==> src/rtl/std_rrwr_pkg.sv <==
// std_rrwr_pkg: shared helpers for the round-robin write arbiter family.
//   idx_width(n) : index width for n requesters, clog2(n) with a minimum of 1
//   ptr_next(k,n): (k+1) mod n without a divider, safe for non-power-of-two n
package std_rrwr_pkg;

  function automatic int unsigned idx_width(input int unsigned n);
    int unsigned w;
    w = (n > 1) ? $clog2(n) : 1;
    return (w < 1) ? 1 : w;
  endfunction

  function automatic int unsigned ptr_next(input int unsigned k, input int unsigned n);
    return (k + 1 >= n) ? 0 : k + 1;
  endfunction

endpackage

==> src/rtl/std_dffre.sv <==
// std_dffre: enable-gated register with synchronous active-low reset.
//   clk    : clock, rising edge
//   resetn : synchronous reset, active low, loads RESET_VALUE (wins over en)
//   en     : load enable
//   d      : next value
//   q      : registered value
module std_dffre #(
  parameter int unsigned       WIDTH       = 1,
  parameter logic [WIDTH-1:0]  RESET_VALUE = '0
) (
  input  logic             clk,
  input  logic             resetn,
  input  logic             en,
  input  logic [WIDTH-1:0] d,
  output logic [WIDTH-1:0] q
);

  always_ff @(posedge clk) begin
    if (!resetn) begin
      q <= RESET_VALUE;
    end else if (en) begin
      q <= d;
    end
  end

endmodule

==> src/rtl/std_rr_pick.sv <==
// std_rr_pick: combinational rotating-priority picker.
//   req : request vector [N]
//   ptr : index where the ascending scan starts (must be < N)
//   gnt : one-hot winner, zero if no request
//   idx : binary index of the winner, zero if no request
//   any : at least one request present
module std_rr_pick
  import std_rrwr_pkg::*;
#(
  parameter int unsigned N  = 4,
  parameter int unsigned IW = idx_width(N)
) (
  input  logic [N-1:0]  req,
  input  logic [IW-1:0] ptr,
  output logic [N-1:0]  gnt,
  output logic [IW-1:0] idx,
  output logic          any
);

  int unsigned cand;

  always_comb begin
    gnt  = '0;
    idx  = '0;
    any  = 1'b0;
    cand = 0;
    for (int unsigned off = 0; off < N; off++) begin
      // Wrap by a single subtraction: ptr < N and off < N keep the sum below 2N.
      cand = int'(ptr) + off;
      if (cand >= N) cand = cand - N;
      if (!any && req[cand]) begin
        any       = 1'b1;
        gnt[cand] = 1'b1;
        idx       = IW'(cand);
      end
    end
  end

endmodule

==> src/rtl/std_rrwr_arbiter.sv <==
// std_rrwr_arbiter: round-robin write arbiter owning one shared register.
// Optional feature macro: STD_RRWR_ARBITER_LOCK_EN (adds i_lock).
//   clk     : clock, rising edge
//   reset   : synchronous active-high reset
//   i_hold  : freeze (no grant, no capture, pointer unchanged)
//   i_req   : per-requester write request [REQ_COUNT]
//   i_data  : packed write data, requester k at [k*DATA_WIDTH +: DATA_WIDTH]
//   i_lock  : (macro only) winner keeps top priority while locked
//   o_gnt   : one-hot grant, combinational
//   o_q     : registered shared value
//   o_valid : o_q written at least once since reset
//   o_src   : index of the requester that last wrote o_q
module std_rrwr_arbiter
  import std_rrwr_pkg::*;
#(
  parameter int unsigned           REQ_COUNT   = 4,
  parameter int unsigned           DATA_WIDTH  = 32,
  parameter logic [DATA_WIDTH-1:0] RESET_VALUE = '0
) (
  input  logic                            clk,
  input  logic                            reset,
  input  logic                            i_hold,
  input  logic [REQ_COUNT-1:0]            i_req,
  input  logic [REQ_COUNT*DATA_WIDTH-1:0] i_data,
`ifdef STD_RRWR_ARBITER_LOCK_EN
  input  logic [REQ_COUNT-1:0]            i_lock,
`endif
  output logic [REQ_COUNT-1:0]            o_gnt,
  output logic [DATA_WIDTH-1:0]           o_q,
  output logic                            o_valid,
  output logic [idx_width(REQ_COUNT)-1:0] o_src
);

  localparam int unsigned IW = idx_width(REQ_COUNT);

  logic [REQ_COUNT-1:0]  pick_gnt;
  logic [IW-1:0]         pick_idx;
  logic                  pick_any;
  logic [IW-1:0]         ptr;
  logic [IW-1:0]         ptr_d;
  logic [DATA_WIDTH-1:0] win_data;
  logic                  en;
  logic                  resetn;

  std_rr_pick #(
    .N  (REQ_COUNT),
    .IW (IW)
  ) u_pick (
    .req (i_req),
    .ptr (ptr),
    .gnt (pick_gnt),
    .idx (pick_idx),
    .any (pick_any)
  );

  assign resetn   = ~reset;
  assign en       = pick_any & ~i_hold;
  assign o_gnt    = (reset || i_hold) ? '0 : pick_gnt;
  assign win_data = i_data[int'(pick_idx)*DATA_WIDTH +: DATA_WIDTH];

  always_comb begin
    ptr_d = IW'(ptr_next(int'(pick_idx), REQ_COUNT));
`ifdef STD_RRWR_ARBITER_LOCK_EN
    if (i_lock[pick_idx]) ptr_d = pick_idx;
`endif
  end

  std_dffre #(
    .WIDTH       (DATA_WIDTH),
    .RESET_VALUE (RESET_VALUE)
  ) u_q (
    .clk    (clk),
    .resetn (resetn),
    .en     (en),
    .d      (win_data),
    .q      (o_q)
  );

  std_dffre #(
    .WIDTH       (IW),
    .RESET_VALUE ('0)
  ) u_src (
    .clk    (clk),
    .resetn (resetn),
    .en     (en),
    .d      (pick_idx),
    .q      (o_src)
  );

  std_dffre #(
    .WIDTH       (IW),
    .RESET_VALUE ('0)
  ) u_ptr (
    .clk    (clk),
    .resetn (resetn),
    .en     (en),
    .d      (ptr_d),
    .q      (ptr)
  );

  std_dffre #(
    .WIDTH       (1),
    .RESET_VALUE (1'b0)
  ) u_valid (
    .clk    (clk),
    .resetn (resetn),
    .en     (en),
    .d      (1'b1),
    .q      (o_valid)
  );

endmodule
==> config.mk <==
export PLATFORM = sky130hd
export DESIGN_NAME = std_rrwr_arbiter
export DESIGN_NICKNAME = d
export VERILOG_FILES = /design/src/rtl/std_rrwr_pkg.sv /design/src/rtl/std_dffre.sv /design/src/rtl/std_rr_pick.sv /design/src/rtl/std_rrwr_arbiter.sv
export SDC_FILE = /design/constraint.sdc
export NUM_CORES = 1
export LEC_CHECK = 0
export BUFFER_PORTS_ARGS = -buffer_cell sky130_fd_sc_hd__buf_4
export CAP_MARGIN = 20
export CORE_AREA = 2 2 82 84
export CTS_CLUSTER_SIZE = 10
export DETAILED_ROUTE_END_ITERATION = 16
export DIE_AREA = 0 0 84 86
export GPL_TIMING_DRIVEN = 0
export PLACE_DENSITY = 0.82
export SLEW_MARGIN = 20
export SYNTH_ARGS = -nofsm -noshare
export SYNTH_HDL_FRONTEND = slang
export SYNTH_SLANG_ARGS = --single-unit
==> constraint.sdc <==
create_clock -name clk -period 7.8 [get_ports clk]
set_input_delay 0 -clock clk [delete_from_list [all_inputs] [get_ports clk]]
set_output_delay 0 -clock clk [all_outputs]
set_load 0.005 [all_outputs]
Word level (Yosys, flattened, before mapping)
Index checks and enable logic that the tools add are counted.

Bits of input ports: 135. Logic and storage cells: 76. Register bits: 37.

Reduce and logical (&&, ||, !) cells: 11. Bitwise gates (word level): 5. Shift-type cells: 1. Multiplexer cells: 34. $add $sub $neg: 8. $lt $le $gt $ge: 13.

Operator list (number): >= comparator 32 x 1 -> 1 bit, second input constant (4); < comparator 32 x 3 -> 1 bit, second input constant (4); two-way mux 32 bit (4); variable part select 128 x 8 -> 32 bit (1); >= comparator 32 x 3 -> 1 bit, second input constant (3); subtractor 32 x 3 -> 32 bit, second input constant (3); two-way mux 4 bit (5); two-way mux 1 bit (12); OR 4 bit (3); two-way mux 2 bit (5); binary-select mux 1 bit (select 2 bit) (4); demux 1 bit (select 2 bit) (4); logical AND 1 bit (7); adder 2 x 1 -> 3 bit, second input constant (2); adder 2 x 2 -> 3 bit, second input constant (2); subtractor 2 x 3 -> 4 bit, second input constant (1); >= comparator 2 x 3 -> 1 bit, second input constant (1); >= comparator 3 bit, second input constant (1); zero test 1 bit (3); AND 1 bit (1); logical OR 1 bit (1); inverter 1 bit (1).

Depth between registers and ports, before layout
Gate-level depths: netlist of the first run.

Word-level depth: 17. Gate-level depth with buffers: 12. Mapped depth without buffers: 8.

By module
From an unflattened synthesis of the first run, not the netlist that was laid out.

Cell total of the unflattened synthesis: 214. Area total of the unflattened synthesis: 2762.6 um^2.

Modules (own cells, without submodules): std_dffre (u_q) (cells an instance 103, area each 1243.7 um^2, seq. area each 640.6 um^2, times used 1); std_rrwr_arbiter (cells an instance 48, area each 878.3 um^2, seq. area each 0.0 um^2, times used 1); std_rr_pick (cells an instance 48, area each 459.2 um^2, seq. area each 0.0 um^2, times used 1); std_dffre (u_ptr ...) (cells an instance 6, area each 72.6 um^2, seq. area each 40.0 um^2, times used 2); std_dffre (u_valid) (cells an instance 3, area each 36.3 um^2, seq. area each 20.0 um^2, times used 1).

Worst setup path before layout of the first run
OpenSTA, ideal clock, no wires.

Kind: register -> register. Start: reg u_ptr.q[0]. End: reg u_q.q[17]. Stages on the path, launching flop included: 13. Period minus slack after synthesis: 2.748 ns. Setup time: 0.125 ns. Data arrival time: 2.623 ns. Path slack: 5.052 ns. Path through: dfxtp_1 > buf_6 > inv_1 > ha_1 > buf_2 > mux4_2 > nor2b_4 > o21ai_2 > buf_6 > buf_2 > and3_1 > o21ai_1 > o211ai_2.

Longest elaborated chain between the ends: 15. Elaborated cells between the ends (all ways): 39.

RTL lines: from (decl) (line std_dffre.sv:15) `output logic [WIDTH-1:0] q`; from (signal assigned) (line std_dffre.sv:20) `q <= RESET_VALUE;`; from (signal assigned) (line std_dffre.sv:22) `q <= d;`; branches (longest 15 deep; another with subtractor 32 x 3 -> 32 bit); to (signal assigned) (line std_dffre.sv:20); to (signal assigned) (line std_dffre.sv:22); to (decl) (line std_dffre.sv:15).

Several ways; the timed one is not identified. The select of a mux whose other input is x is not followed. A chain may end at the register's enable or synchronous reset.

Final worst setup path of the first run
Start: reg u_ptr.q[0]. End: reg u_q.q[6].

Same word-level chain as after synthesis.

==> flow_summary_export.csv, run 1 <==
group,metric,value,unit
floorplanning,initial_core_util,0.471,
grt,first_global_vias,3366,
placement,port_buffers,173,
finish,n_fill_cell,501,
timing,setup_viol,0,
timing,grt_setup_unrepaired,"false",
placement,gp_congestion,0.824,
drt,antenna_left,0,
grt,grt_overflow,0,
worst_setup_path,slowest_stage,"mux4_2",
floorplanning,die_w,84,um
floorplanning,die_h,86,um
clock_tree,cts_root_buf,"clkbuf_8",
placement,dp.final_hpwl,7270,um
timing,slew_headroom,0.546,
yosys,syn_area_per_cell,8.91,um^2
yosys,synth_top_flop_cell,"dfxtp_1",
yosys,ys_seq_area_frac,0.250,
pwr,p_comb_frac,0.602,
clock_tree,clk_pin_slew,0.08,ns
pwr,p_per_area,215,nW/um^2
worst_setup_path,cp.required,7.98,ns
worst_setup_path,startpoint_type,"flop",
job,maxCapViolCount,0,
pwr,p_switching,0.000381,W
clock_tree,postCtsSetupBuffers,0,
placement,post-place-ws,4.58,ns
pwr,internal_power,0.000597,W
finish,finish.utilization,0.726,
pwr,pwr-share-clk,0.136,
yosys,synth_warnings,0,
yosys,netlist_instances,332,
pwr,vdd.ir_drop.worst,0.000149,V
yosys,synth_edf_count,0,
finish,stdcell_count,602,
drt,wl,9620,um
worst_setup_path,end_kind,"flop",
drt,drt_iter0_markers,91,
clock_tree,post_cts_resized,0,
grt,grt_max_degree,11,
worst_setup_path,cp_common_cell,"buf_6",
timing,setup_tns,0,ns
floorplanning,ios,174,
yosys,synthArstFlopShare,0,
drt,wl_per_cell,16.0,um
grt,grt_pass1_wl,15500,um
finish,final_layout_size_suffix_gt1_frac,0.448,
worst_setup_path,slowest_delay,0.63,ns
clock_tree,cts.sinks,37,
timing,layout_setup_ws,4.16,ns
timing,fin_crit_sh,0.466,
worst_setup_path,cp_max_fo,10,
worst_hold_path,min_path_type,"input port to flop",
timing,final_max_slew_viol_count,0,
status,run_status,"complete, no violations",
yosys,synth_top_area_cell,"dfxtp_1",
timing,fmax,275,MHz
timing,finalClockSkew,0.00640,ns
pwr,power.leakage,2.19,nW
worst_setup_path,path_cells,"buf_6 -> inv_1 -> ha_1 -> buf_2 -> mux4_2 -> nor2b_4 -> o21ai_2 -> buf_6 -> nand2_4 -> buf_6 -> mux2i_1 -> dlygate4sd3_1 -> o211ai_2",
drt,vias,3290,
placement,dp.cells,582,
clock_tree,cts_max_level,2,
yosys,syn-num-nets,472,
yosys,ys_types,43,
timing,finalHoldViolations,0,
timing,finalCriticalPeriod,3.64,ns
pwr,seqPwrFrac,0.262,
pwr,finalPower,0.000978,W
yosys,synth_area_leaders,"dfxtp_1, o211ai_2, mux2i_1",
floorplanning,core,6280,um^2
drt,drc_errors,0,
grt,antenna_found_initial,0,
floorplanning,rows,29,
floorplanning,die_area,7220,um^2
worst_setup_path,critical_path_class,"flop to flop",
drt,via_per_inst,5.47,
timing,worst_pin_slew,0.681,ns
grt,track_usage,0.259,
yosys,synth-seq-cells,37,
finish,diodes,0,
clock_tree,clk_latency,0.29,ns
yosys,syn_area,2960,um^2
clock_tree,clk_path_buf_depth,2,
drt,firstDrtPassIters,4,
clock_tree,cts_tree,"yes",
worst_setup_path,cp.arrival,3.82,ns
pwr,power.share.switching,0.390,
finish,nNetsFinal,664,
finish,syn_to_final_growth,53.9,%
clock_tree,numCtsBuffers,5,
yosys,yosysTopAreaCellShare,0.250,
## timing repair
item	CTS	global route
endpoints found under the hold margin	13	0
hold buffers	12	0
setup endpoints to repair	0	0
## cells by family after synthesis
group	share of synthesized area
xor gates and xnor gates	0.00846
DFF	0.250
buffers and inverters	0.0820
and+or+nand+nor	0.164
muxes	0.144
AOI/OAI and AO/OA	0.330
adders and majority gates	0.0211
## per-stage QoR
| step | instance area (um^2) | hold WS (ns) |
|---|---|---|
| 2_1_floorplan | 2960 | 0.0724 |
| 3_3_place_gp | 4350 | 0.216 |
| 3_5_place_dp | 4350 | 0.224 |
| 4_1_cts | 4550 | 0.000584 |
| 5_1_grt | 4550 | 0.00305 |
| 6_report | 4550 | 0.00338 |
## registers in the layout, summed over array words and instances, names as in the netlist
register	cells
u_src.q	2
u_q.q	32
u_ptr.q	2
u_valid.q	1
## synthesized netlist by cell type, types with 5 or more instances
master     n
o21ai_1   31
clkbuf_1  12
and3_1    32
a21boi_0  31
ha_1       5
dfxtp_1   37
o211ai_2  30
mux2i_1   35
nand2_1   33
buf_6      7
nor2_1    22
buf_2      8
## path summary, 6_finish.rpt
path,cells after the start,slack [ns],to,startpoint
max,13,4.16,u_q.q[6]$_SDFFE_PP0P_,u_ptr.q[0]$_SDFFE_PP0P_
min,3,0.003,u_q.q[19]$_SDFFE_PP0P_,i_data[19]
max reg2reg,13,4.16,u_q.q[6]$_SDFFE_PP0P_,u_ptr.q[0]$_SDFFE_PP0P_
min reg2reg,2,0.47,u_q.q[31]$_SDFFE_PP0P_,u_q.q[31]$_SDFFE_PP0P_
## final cells by class
type / count / area (um^2) / area share
multi-input cells: 261 / 1980 / 0.434
flip-flops and latches: 37 / 741 / 0.163
repair buffers: 185 / 1420 / 0.312
clock buffers: 8 / 80.1 / 0.0176
inverters: 3 / 11.3 / 0.00247
plain buffers: 31 / 231 / 0.0508
well taps: 77 / 96.3 / 0.0212
## critical path: cells and delay by family (launching register included)
family | cells | cell delay [ns]
AOI/OAI and AO/OA | 2 | 0.16
adders and majority gates | 1 | 0.28
buffers and inverters | 6 | 1.42
DFF | 1 | 0.47
muxes | 2 | 0.86
and+or+nand+nor | 2 | 0.34
## cells in the final DEF, fill, tap and decap left out, drive strengths merged
cell type,Yosys,layout
buf,19,192
dfxtp,37,37
o21ai,36,36
mux2i,35,35
nand2,34,34
a21boi,33,33
and3,32,32
o211ai,32,32
nor2,22,22
clkbuf,12,20
dlygate4sd3,0,12
ha,5,5
a22oi,4,4
a221oi,4,4
a211oi,4,4
inv,3,3
mux4,3,3
nor3,2,2
xnor2,2,2
or2,1,1
nand2b,1,1
o22ai,1,1
a32oi,1,1
nand4,1,1
nor2b,1,1
a211o,1,1
nand3b,1,1
or3b,1,1
or3,1,1
o21a,1,1
a21oi,1,1
a21o,1,1
## power by group through the flow
stage	sequential (W)	clock (W)	combinational, W
after CTS	0.000256	0.000137	0.000588
final	0.000256	0.000133	0.000589
after detailed placement	0.000260	0	0.000576
after global routing	0.000260	0.000143	0.000638
after global placement	0.000258	0	0.000562
after floorplan	0.000260	0	0.000379
## per-layer routing
metal,global-route usage,vias to the layer above,routed length (um)
li1,-,1611,-
met1,0.298,1536,3900
met2,0.480,122,4940
met3,0.0568,21,578
met4,0.0762,0,203
met5,0,-,0
(Power assumes the default switching activity.)
==> run 2: changes to the inputs <==
Settings changed: ABC_AREA from default to 1, CORE_AREA 2 2 82 84 to 2 2 90 92, DIE_AREA 0 0 84 86 to 0 0 92 94, PLACE_DENSITY 0.82 to 0.79.
Clock period 7.8 ns to 3.5 ns, I/O delays scaled along.
==> run 2 against run 1 <==
  * Clock power is 130% higher
  * Critical path depth rose by 1
  * Combinational power grew to 4.6 times the previous value
==> flow_summary_export.csv, run 2 <==
group,metric,value,unit
placement,port_buffers,172,
worst_setup_path,cp_max_fo,10,
clock_tree,clk_path_buf_depth,2,
finish,nNetsFinal,983,
timing,finalCriticalPeriod,2.50,ns
grt,track_usage,0.287,
worst_hold_path,holdPathEnd,"u_ptr.q[0]$_SDFFE_PP0P_",
clock_tree,cts.sinks,37,
pwr,internal_power,0.00184,W
pwr,p_comb_frac,0.729,
worst_setup_path,rr_startpoint,"u_ptr.q[0]$_SDFFE_PP0P_",
clock_tree,post_cts_resized,0,
worst_setup_path,end_kind,"flop",
timing,setup_viol,0,
drt,wl_per_cell,13.3,um
timing,finalHoldViolations,0,
clock_tree,cts_root_buf,"clkbuf_8",
pwr,seqPwrFrac,0.187,
timing,fin_crit_sh,0.714,
clock_tree,ctsHoldBuffers,0,
yosys,netlist_instances,664,
worst_setup_path,cp.required,3.70,ns
yosys,syn-num-nets,804,
floorplanning,die_area,8650,um^2
clock_tree,clk_latency,0.29,ns
grt,grt_pass1_wl,20100,um
grt,grt_max_degree,11,
worst_hold_path,min_from,"i_hold",
placement,gp_congestion,0.915,
timing,layout_setup_ws,1.00,ns
pwr,power.share.switching,0.503,
finish,finalInstanceArea,5120,um^2
finish,mostFrequentLayoutCell,"buf_4",
drt,via_per_inst,4.96,
yosys,syn_area,3620,um^2
clock_tree,postCtsSetupBuffers,0,
clock_tree,numCtsBuffers,5,
drt,antenna_left,0,
yosys,yosys-top-cells-count,"inv_1, nand2_1, nand3_1",
drt,drt_iter0_markers,283,
finish,final_cell_mix,"buf_4, inv_1, nand2_1, nand3_1, nor2_1",
grt,antenna_found_initial,0,
yosys,synth_top_flop_cell,"dfxtp_1",
finish,diodes,0,
grt,grt_overflow,0,
yosys,synthArstFlopShare,0,
worst_setup_path,startpoint_type,"flop",
finish,reg_top3,"u_q.q: 32 flops, u_ptr.q: 2 flops, u_src.q: 2 flops",
floorplanning,die_h,94,um
finish,largest_register_ffs,32,
grt,first_global_vias,4319,
pwr,vdd.ir_drop.worst,0.000329,V
drt,firstDrtPassIters,5,
floorplanning,rows,32,
finish,largest-register,"u_q.q",
pwr,p_per_area,722,nW/um^2
yosys,synth-seq-cells,37,
yosys,synth_edf_count,0,
worst_setup_path,critical_path_class,"flop to flop",
floorplanning,die_w,92,um
yosys,yosysTopAreaCellShare,0.205,
placement,post-place-ws,1.02,ns
timing,fmax,400,MHz
yosys,synth_warnings,0,
yosys,synth_top_area_cell,"dfxtp_1",
worst_setup_path,reg2reg_to,"u_q.q[3]$_SDFFE_PP0P_",
clock_tree,cts_tree,"yes",
timing,timing.hold.ws,0.0665,ns
worst_setup_path,cp.arrival,2.70,ns
placement,dpl_cell_area,5040,um^2
finish,final_layout_size_suffix_gt1_frac,0.272,
clock_tree,cts_max_level,2,
worst_hold_path,min_path_type,"input port to flop",
yosys,synth.most_common_cell,"inv_1",
worst_hold_path,hold-path-cell-count,3,
floorplanning,core,7610,um^2
timing,finalClockSkew,0.00197,ns
timing,slew_headroom,0.665,
timing,final_max_slew_viol_count,0,
drt,drc_errors,0,
pwr,p_switching,0.00186,W
finish,syn_to_final_growth,41.6,%
clock_tree,clk_pin_slew,0.07,ns
finish,n_fill_cell,729,
drt,vias,4689,
yosys,syn_area_per_cell,5.45,um^2
timing,grt_setup_unrepaired,"false",
timing,setup_tns,0,ns
job,maxCapViolCount,0,
floorplanning,ios,174,
drt,wl,12500,um
yosys,ys_types,25,
yosys,synth_area_leaders,"dfxtp_1, inv_1, nand3_1",
floorplanning,initial_core_util,0.476,
worst_setup_path,r2r_setup_slack,1.0,ns
placement,dp.final_hpwl,9760,um
yosys,ys_seq_area_frac,0.205,
worst_setup_path,worstRegToRegCells,14,
pwr,pwr-share-clk,0.084,
finish,multi_input_area,1920,um^2
timing,worst_pin_slew,0.502,ns
status,run_status,"complete, no violations",
finish,seq_area,741,um^2
pwr,power.leakage,3.26,nW
[run 2: changes by cell type in the layout (fill, tap and decap cells not counted), moves of 31 or more]
cell	delta
inv_1	+174
nand3_1	+105
nand2_1	+88
nand4_1	+64
nor2_1	+54
mux2i_1	-35
and3_1	-32
a21boi_0	-31
[run 2: kinds of logic (layout without fill, tap and decap cells)]
logic type	count (synthesis)	in the layout	share of synthesized area
and+or+nand+nor	376	376	0.482
adders and majority gates	5	5	0.0173
buffers and inverters	226	405	0.264
AOI/OAI and AO/OA	20	20	0.0318
DFF	37	37	0.205
[run 2: critical path: stages, from the launching register on]
cell     delay, ns
dfxtp_1       0.50
inv_2         0.16
ha_1          0.39
inv_1         0.13
nand2_1       0.07
nand2_2       0.09
o21ai_1       0.08
nand2_1       0.11
buf_2         0.21
buf_2         0.25
nand4_1       0.11
nand3_1       0.12
nand3_1       0.08
nand2_1       0.06
inv_1         0.03
[run 2: per-layer routing]
layer | track usage | up-vias | wire length, um
li1 | - | 2399 | -
met1 | 0.386 | 2030 | 5260
met2 | 0.477 | 242 | 5890
met3 | 0.0457 | 18 | 1180
met4 | 0.0784 | 0 | 199
met5 | 0 | - | 0
[run 2: how the worst max path moves through the flow]
stage                                       start                     end  depth (start not counted)
after CTS                 u_ptr.q[0]$_SDFFE_PP0P_   u_q.q[0]$_SDFFE_PP0P_                         14
after detailed placement  u_ptr.q[0]$_SDFFE_PP0P_   u_q.q[0]$_SDFFE_PP0P_                         14
final                     u_ptr.q[0]$_SDFFE_PP0P_   u_q.q[3]$_SDFFE_PP0P_                         14
after global routing      u_ptr.q[0]$_SDFFE_PP0P_  u_q.q[23]$_SDFFE_PP0P_                         13
after floorplan           u_ptr.q[0]$_SDFFE_PP0P_  u_q.q[10]$_SDFFE_PP0P_                         15
after global placement    u_ptr.q[0]$_SDFFE_PP0P_   u_q.q[9]$_SDFFE_PP0P_                         14
[run 2: through the flow]
stage	total power, W	cells	utilization
floorplan	0.00251	664	-
global placement	0.00330	938	0.662
detailed placement	0.00336	938	0.662
CTS	0.00368	945	0.674
global route	0.00406	945	0.674
finish	0.00370	945	0.674
[run 2: power by group through the flow]
| stage | clock network [W] | registers [W] | logic [W] |
|---|---|---|---|
| global route | 0.000337 | 0.000706 | 0.00302 |
| floorplan | 0 | 0.000685 | 0.00182 |
| finish | 0.000312 | 0.000692 | 0.00270 |
| global placement | 0 | 0.000693 | 0.00261 |
| CTS | 0.000316 | 0.000691 | 0.00267 |
| detailed placement | 0 | 0.000697 | 0.00267 |
[run 2: final cells by class]
class | instances | area share
multi-input combinational | 401 | 0.375
timing repair buffer | 172 | 0.252
inverter | 181 | 0.133
tap | 102 | 0.0249
clock buffer | 7 | 0.0168
sequential | 37 | 0.145
buffer | 45 | 0.0540
==> run 3: changes to the inputs <==
Settings changed: ABC_AREA 1 to 0, CORE_AREA 2 2 90 92 to 2 2 85 87, DIE_AREA 0 0 92 94 to 0 0 87 89, PLACE_DENSITY 0.79 to 0.77.
Clock period 3.5 ns to 2.6 ns, I/O delays scaled along.
==> run 3 against run 2 <==
  * Non-clock buffer count rose by 12
  * Clock power grew 36%
  * Sequential power grew 10%
  * Via count shrank 29%
  * Critical path type unchanged
  * Largest cell class unchanged
  * Largest power group unchanged
==> flow_summary_export.csv, run 3 (same netlist as run 1, synthesis figures left out) <==
group,metric,value,unit
floorplanning,die_area,7740,um^2
worst_setup_path,end_kind,"flop",
floorplanning,ios,174,
drt,firstDrtPassIters,4,
clock_tree,clk_latency,0.29,ns
drt,via_per_inst,5.40,
job,maxCapViolCount,0,
clock_tree,cts_max_level,2,
pwr,finalPower,0.00351,W
clock_tree,clk_path_buf_depth,2,
worst_setup_path,path_cells,"buf_8 -> inv_2 -> ha_4 -> mux4_2 -> nor2b_4 -> o21ai_4 -> buf_6 -> nand2_8 -> clkbuf_16 -> mux2i_4 -> o211ai_2",
finish,stdcell_count,617,
worst_setup_path,cp.arrival,2.71,ns
floorplanning,rows,30,
timing,fin_crit_sh,0.975,
grt,grt_overflow,0,
placement,gp_congestion,0.798,
finish,nNetsFinal,677,
worst_setup_path,slowest_delay,0.57,ns
status,run_status,"complete, no violations",
timing,fmax,395,MHz
finish,mostFrequentLayoutCell,"buf_4",
timing,timing.hold.ws,0.00302,ns
finish,reg_top3,"u_q.q: 32 flops, u_ptr.q: 2 flops, u_src.q: 2 flops",
floorplanning,core,6720,um^2
drt,antenna_left,0,
clock_tree,clk_pin_slew,0.08,ns
finish,seq_area,748,um^2
timing,slew_headroom,0.515,
clock_tree,numCtsBuffers,5,
timing,finalHoldViolations,0,
finish,largest_register_ffs,32,
timing,finalClockSkew,0.00384,ns
drt,vias,3333,
finish,n_fill_cell,506,
clock_tree,cts.sinks,37,
drt,drc_errors,0,
drt,drt_iter0_markers,93,
worst_setup_path,cp_max_fo,7,
worst_setup_path,cp.required,2.78,ns
floorplanning,die_w,87,um
finish,finish.utilization,0.742,
worst_setup_path,startpoint_type,"flop",
grt,track_usage,0.242,
finish,syn_to_final_growth,68.4,%
grt,antenna_found_initial,0,
placement,port_buffers,173,
finish,diodes,0,
worst_hold_path,min_path_type,"input port to flop",
pwr,p_per_area,705,nW/um^2
worst_setup_path,slowest_stage,"mux4_2",
timing,final_max_slew_viol_count,0,
drt,wl_per_cell,16.8,um
pwr,power.leakage,2.33,nW
finish,final_cell_mix,"buf_4, dfxtp_1, nand2_1, and3_1, a21boi_0",
grt,grt_max_degree,11,
floorplanning,initial_core_util,0.440,
clock_tree,cts_tree,"yes",
grt,first_global_vias,3271,
finish,final_layout_size_suffix_gt1_frac,0.525,
finish,largest-register,"u_q.q",
placement,post-place-ws,-0.400,ns
floorplanning,die_h,89,um
grt,grt_pass1_wl,15100,um
drt,wl,10400,um
timing,worst_pin_slew,0.720,ns
timing,layout_setup_ws,0.0656,ns
finish,multi_input_area,2170,um^2
timing,setup_viol,0,
worst_setup_path,critical_path_class,"flop to flop",
placement,dp.cells,585,
clock_tree,cts_root_buf,"clkbuf_8",
timing,finalCriticalPeriod,2.53,ns
pwr,vdd.ir_drop.worst,0.000398,V
placement,dp.final_hpwl,7170,um
run 3: cell count changes in the layout (fill, tap and decap cells not counted), sizes merged, moves of 33 or more:
cell    delta
nor2      -55
inv      -178
a21boi    +33
nand4     -64
nand2     -91
nand3    -107
mux2i     +35
run 3: final timing paths:
check / start / end / cells after the start / slack, ns
max: u_ptr.q[0]$_SDFFE_PP0P_ / u_q.q[24]$_SDFFE_PP0P_ / 11 / 0.07
min: i_data[2] / u_q.q[2]$_SDFFE_PP0P_ / 3 / 0.003
max reg2reg: u_ptr.q[0]$_SDFFE_PP0P_ / u_q.q[24]$_SDFFE_PP0P_ / 11 / 0.07
min reg2reg: u_q.q[1]$_SDFFE_PP0P_ / u_q.q[1]$_SDFFE_PP0P_ / 2 / 0.47
run 3: metrics by stage:
stage / setup TNS (ns) / cell area [um^2]
6_report: 0 / 4980
5_1_grt: -0.0334 / 4980
4_1_cts: 0 / 4730
3_5_place_dp: -9.54 / 4370
3_3_place_gp: -8.42 / 4370
2_1_floorplan: -0.0997 / 2970
run 3: report_power, final:
| group | internal, W | leakage, nW | switching [W] |
|---|---|---|---|
| clock | 0.000211 | 0.0443 | 0.000213 |
| combinational | 0.00128 | 1.98 | 0.00105 |
| sequential | 0.000694 | 0.307 | 0.0000686 |
| total | 0.00218 | 2.33 | 0.00133 |
run 3: layer usage:
metal	wire length, um	track usage	part of all wire	vias to the layer above
met4	100	0.0526	0.0096	0
li1	-	-	-	1639
met1	4180	0.280	0.40	1558
met2	5480	0.461	0.53	128
met3	618	0.0480	0.060	8
met5	0	0	0	-
run 3: timing repair:
item	in CTS	in global routing
setup endpoints to repair	36	37
hold buffers	13	1
endpoints found under the hold margin	14	1
gates cloned	0	4
setup buffers	5	3
pin swaps	0	5
resized for setup	28	29
run 3: layout make-up:
type	count	area share
timing repair buffer	199	0.321
sequential	37	0.150
inverter	3	0.00226
tap	80	0.0201
buffer	30	0.0545
clock buffer	7	0.0173
multi-input combinational	261	0.435
run 3: critical path: cells and delay by family, from the launching register on:
| family | cells | cell delay, ns |
|---|---|---|
| DFF | 1 | 0.36 |
| AOI/OAI and AO/OA | 2 | 0.15 |
| muxes | 2 | 0.80 |
| adders and majority gates | 1 | 0.30 |
| buffers and inverters | 4 | 0.48 |
| and+or+nand+nor | 2 | 0.32 |
